**src/rtl/id_issue_buffer.sv**
```systemverilog
// Decode-to-issue FIFO: DEPTH entries, each with a control-flow flag, plus an
// optional cap on how many control-flow entries may be buffered at once.
module id_issue_buffer #(
  parameter int DEPTH      = 2,
  parameter int DATA_WIDTH = 64,
  parameter int CF_LIMIT   = 1
) (
  input  logic                     clk_i,
  input  logic                     rst_ni,
  input  logic                     flush_i,
  input  logic [DATA_WIDTH-1:0]    decoded_entry_i,
  input  logic                     decoded_is_cf_i,
  input  logic                     decoded_valid_i,
  output logic                     decoded_ready_o,
  output logic [DATA_WIDTH-1:0]    issue_entry_o,
  output logic                     issue_is_cf_o,
  output logic                     issue_valid_o,
  input  logic                     issue_ack_i,
  output logic [$clog2(DEPTH):0]   usage_o,
  output logic [$clog2(DEPTH):0]   cf_count_o
);

  localparam int          PW     = $clog2(DEPTH);
  localparam int          CW     = PW + 1;
  localparam int unsigned CF_LIM = CF_LIMIT;

  typedef enum logic [1:0] {
    UPD_NONE = 2'b00,
    UPD_POP  = 2'b01,
    UPD_PUSH = 2'b10,
    UPD_BOTH = 2'b11
  } upd_e;

  logic [DATA_WIDTH-1:0] entry_q [DEPTH];
  logic [DEPTH-1:0]      cf_q;
  logic [DEPTH-1:0]      valid_q;
  logic [PW-1:0]         wr_ptr;
  logic [PW-1:0]         rd_ptr;
  logic [CW-1:0]         usage;
  logic [CW-1:0]         cf_count;

  logic full;
  logic cf_blocked;
  logic issue_valid;
  logic push;
  logic pop;
  logic cf_in;
  logic cf_out;
  upd_e upd;

  always_comb begin
    full        = (usage == CW'(DEPTH));
    cf_blocked  = (CF_LIM != 0) && decoded_is_cf_i && (32'(cf_count) >= CF_LIM);
    issue_valid = (usage != '0) && valid_q[rd_ptr];
    // Ready is held low in reset so the decoder cannot hand off into a dead buffer.
    decoded_ready_o = rst_ni && !flush_i && !full && !cf_blocked;
    push   = decoded_valid_i && decoded_ready_o;
    pop    = issue_ack_i && issue_valid && !flush_i;
    cf_in  = push && decoded_is_cf_i;
    cf_out = pop && cf_q[rd_ptr];
    upd    = upd_e'({push, pop});
  end

  always_comb begin
    issue_valid_o = issue_valid;
    issue_entry_o = issue_valid ? entry_q[rd_ptr] : '0;
    issue_is_cf_o = issue_valid ? cf_q[rd_ptr] : 1'b0;
    usage_o       = usage;
    cf_count_o    = cf_count;
  end

  always_ff @(posedge clk_i or negedge rst_ni) begin
    if (!rst_ni) begin
      wr_ptr   <= '0;
      rd_ptr   <= '0;
      usage    <= '0;
      cf_count <= '0;
      valid_q  <= '0;
      cf_q     <= '0;
    end else if (flush_i) begin
      wr_ptr   <= '0;
      rd_ptr   <= '0;
      usage    <= '0;
      cf_count <= '0;
      valid_q  <= '0;
    end else begin
      if (pop) begin
        rd_ptr          <= rd_ptr + PW'(1);
        valid_q[rd_ptr] <= 1'b0;
      end
      if (push) begin
        wr_ptr          <= wr_ptr + PW'(1);
        valid_q[wr_ptr] <= 1'b1;
        cf_q[wr_ptr]    <= decoded_is_cf_i;
      end
      case (upd)
        UPD_PUSH: usage <= usage + CW'(1);
        UPD_POP:  usage <= usage - CW'(1);
        default:  usage <= usage;
      endcase
      // A control-flow push and pop in the same cycle cancel out.
      case ({cf_in, cf_out})
        2'b10:   cf_count <= cf_count + CW'(1);
        2'b01:   cf_count <= cf_count - CW'(1);
        default: cf_count <= cf_count;
      endcase
    end
  end

  // Payload storage has no reset; the valid bits alone gate the outputs.
  always_ff @(posedge clk_i) begin
    if (push) begin
      entry_q[wr_ptr] <= decoded_entry_i;
    end
  end

endmodule

```
**config.mk**
```make
export PLATFORM = sky130hd
export DESIGN_NAME = id_issue_buffer
export DESIGN_NICKNAME = d
export VERILOG_FILES = /design/src/rtl/id_issue_buffer.sv
export SDC_FILE = /design/constraint.sdc
export NUM_CORES = 1
export LEC_CHECK = 0
export ABC_AREA = 1
export BUFFER_PORTS_ARGS = -buffer_cell sky130_fd_sc_hd__buf_2
export CORE_ASPECT_RATIO = 1.4
export CORE_MARGIN = 2
export CORE_UTILIZATION = 25
export CTS_BUF_LIST = sky130_fd_sc_hd__clkbuf_8 sky130_fd_sc_hd__clkbuf_16
export CTS_CLUSTER_SIZE = 24
export DETAILED_ROUTE_END_ITERATION = 16
export PLACE_DENSITY = 0.46
export SLEW_MARGIN = 20
export SYNTH_ARGS = -nofsm -noshare
export SYNTH_HDL_FRONTEND = slang
export SYNTH_SLANG_ARGS = --single-unit
export TNS_END_PERCENT = 100
```
**constraint.sdc**
```tcl
create_clock -name clk_i -period 12 [get_ports clk_i]
set_clock_uncertainty 0.05 [all_clocks]
set_input_delay 1.2 -clock clk_i [delete_from_list [all_inputs] [get_ports clk_i]]
set_output_delay 1.2 -clock clk_i [all_outputs]
set_load 0.03 [all_outputs]
```
==> run_results.csv <==
group,metric,value,unit
worst_setup_path,critPathArrivalTime,2650,ps
global_routing,grt_max_degree,68,
die,die-width,128,um
synth,synth_edf_count,128,
synth,syn-mean-instance-area,12.4,um2
power_and_ir_drop,ir_worst_vdd,0.0786,mV
cts,clock-root-buffer,"clkbuf_16",
routing,drc,0,
global_routing,overflow,0,
hold_path,whs_endpoint,"cf_q[0]",
worst_setup_path,regToRegSetupSlack,9210,ps
timing,slew_headroom,36.4,%
synth,synthArstFlopShare,7.25,%
global_routing,grt.total_usage,11.6,%
power_and_ir_drop,switching_share,26.1,%
global_routing,grt_pass1_vias,3855,
cts,cts.path.max_buffers,2,
synth,synth.most_common_cell,"nand2_1",
synth,synthAdderAreaFrac,0.234,%
cts,htree_levels,4,
timing,max_freq,257,MHz
cells_and_area,multi_input_area,1100,um2
routing,viasPerCell,4.35,
timing,finalHoldViolations,0,
hold_path,whs_path_depth,2,
synth,synth_common_cells,"nand2_1, edfxtp_1, a21oi_1, inv_1",
timing,period_needed,3900,ps
worst_setup_path,reg2reg_depth,7,
worst_setup_path,start_kind,"flip-flop",
cells_and_area,seqCellArea,4100,um2
run,maxCapViolations,0,
die,die_h,177,um
synth,yosys.area.top_type,"edfxtp_1",
routing,routed_wl,12600,um
cells_and_area,fillers,2148,
cells_and_area,drive_above_1_share,31.3,%
die,fp.coreArea,21000,um2
timing,rsz0062_at_grt,"false",
synth,synthMuxAreaShare,0,%
worst_setup_path,r2r-end,"entry_q[1][53]",
global_routing,grt_pass1_wl,20100,um
worst_setup_path,critPathMaxFanout,46,
cts,insertion_delay,410,ps
synth,synth_top_family_by_area,"simple AND/OR/NAND/NOR gates",
routing,vias,3685,
cells_and_area,final_nets,645,
routing,drt_pass1_iterations,4,
timing,fin_crit_sh,32.5,%
synth,syn_area,5340,um2
synth,yosysTopAreaCellShare,72.0,%
placement,dpl_cell_area,6320,um2
die,die_area,22600,um2
hold_path,hold_start,"cf_q[0]",
status,outcome,"completed",
synth,yosys_warnings,0,
power_and_ir_drop,p_comb_share,11.0,%
cts,cts_made_buffers,17,
cells_and_area,diodes,0,
cts,clk_pin_slew_worst_paths,60,ps
synth,yosysUniqueCellTypes,20,
power_and_ir_drop,power_density,167,nW/um2
placement,gp_congestion,0.786,
power_and_ir_drop,p_leak,2.83,nW
synth,yosys.area_share.simple,13.4,%
cts,hold_buffers,0,
synth,ys.flop_type,"edfxtp_1",
cells_and_area,syn2layout_area_growth,28.3,%
synth,synth-compound-area-share,6.89,%
die,fp-row-count,63,
synth,ys_seq_area_share,76.7,%
placement,io_buffers,140,
cells_and_area,final_area,6850,um2
timing,setup-violations-final,0,
placement,place_hpwl,8010,um
power_and_ir_drop,p_sw,298,uW
synth,synth_cells,431,
die,ios,141,
power_and_ir_drop,seq_power_share,48.6,%
routing,dr.first_iter.drc_count,180,
hold_path,hold_path_class,"reg2reg",
worst_setup_path,end_kind,"output pin",
synth,ys_ff_latch,138,
worst_setup_path,worstSetupPathType,"reg2out",
routing,antenna_left,0,
synth,synthXorXnorAreaFrac,0,%
cts,cts_setup_buffers,0,
cts,tritoncts,"yes",
timing,tns,0,ps
cts,clock_sinks,138,
synth,synth_top_cells_by_area,"edfxtp_1, nand2_1, a21oi_1, dfrtp_1, inv_1",
power_and_ir_drop,p_int,847,uW
worst_setup_path,r2r_start,"cf_count_o[0]",
worst_setup_path,required,10750,ps
routing,post_drt_wl_per_cell,14.8,um
cts,cts_resized,0,
global_routing,antenna_found_initial,0,
timing,max_slew.worst_pin.slew,952,ps
timing,drv_slew,0,
power_and_ir_drop,pwr-share-clk,40.4,%
timing,timing.hold.ws,463,ps
die,start_util,25.4,%
synth,syn_nets,502,
[flip-flops by register name, summed over array words and instances (netlist names)]
register,cells
rd_ptr,1
entry_q,128
wr_ptr,1
usage_o,2
cf_q,2
cf_count_o,2
valid_q,2
[through the flow]
stage	utilization, %	total power, mW	cells	worst slack (ps)
finish	32.6	1.15	847	8100
global placement	30.0	0.692	815	8200
CTS	32.6	1.17	847	8010
global route	32.6	1.20	847	7840
detailed placement	30.0	0.695	815	8180
floorplan	-	0.645	431	7210
[routing by layer]
metal  global-route usage (%)  vias up  wire [um]
met4                     4.76        0        201
li1                         -     1781          -
met3                     3.48       14        646
met1                     13.3     1791       5240
met2                     20.1       99       6470
met5                        0        -          0
[layout make-up]
type / instances / area share [%]
clock buffer: 17 / 6.21
clock inverter: 15 / 1.50
inverter: 16 / 0.877
multi-input combinational: 256 / 16.1
sequential: 138 / 59.8
tap: 260 / 4.75
timing repair buffer: 145 / 10.8
[critical path: stages (launching register included)]
cell and delay (ps):
dfrtp_2 650, inv_2 70, nand2_1 70, nand2_1 80, nand2_2 400, buf_4 550, a21oi_1 130, buf_2 220
[worst max path at each step]
stage	from	to	slack (ps)	cells past startpoint
4_1_cts	rd_ptr	issue_entry_o[15]	8010	7
6_report	rd_ptr	issue_entry_o[52]	8100	7
3_5_place_dp	rst_ni	entry_q[1][49]	8180	6
5_1_grt	rd_ptr	issue_entry_o[55]	7840	7
3_3_place_gp	rst_ni	entry_q[1][61]	8200	6
2_1_floorplan	rst_ni	entry_q[1][0]	7210	4
[cells by family after synthesis]
group / after synthesis
and+or+nand+nor: 183
adders and majority gates: 1
DFF: 138
AOI/OAI and AO/OA: 72
buffers and inverters: 37
[placed cells by master, fill, tap and decap left out]
| cell type | count |
|---|---|
| ha_1 | 1 |
| a21oi_2 | 1 |
| nor2_4 | 1 |
| inv_6 | 4 |
| o21ai_1 | 1 |
| nor2_1 | 6 |
| a21boi_1 | 1 |
| o22ai_1 | 1 |
| dfrtp_2 | 1 |
| nor2_2 | 1 |
| inv_1 | 14 |
| clkbuf_16 | 17 |
| buf_4 | 5 |
| inv_2 | 3 |
| nand3_1 | 5 |
| nand2_2 | 1 |
| clkinv_4 | 2 |
| dfrtp_1 | 9 |
| buf_2 | 140 |
| clkinvlp_4 | 3 |
| nand4_1 | 4 |
| nand2_1 | 164 |
| clkinv_1 | 1 |
| o21ai_0 | 4 |
| edfxtp_1 | 128 |
| clkinv_2 | 4 |
| a21oi_1 | 64 |
| nand4_2 | 1 |
[power by group through the flow]
stage          clock network [mW]  registers, mW  logic [mW]
2_1_floorplan                   0          0.571      0.0740
3_3_place_gp                    0          0.566       0.126
3_5_place_dp                    0          0.566       0.129
4_1_cts                     0.480          0.556       0.130
5_1_grt                     0.497          0.558       0.142
6_report                    0.463          0.556       0.126
(Power assumes the default switching activity.)
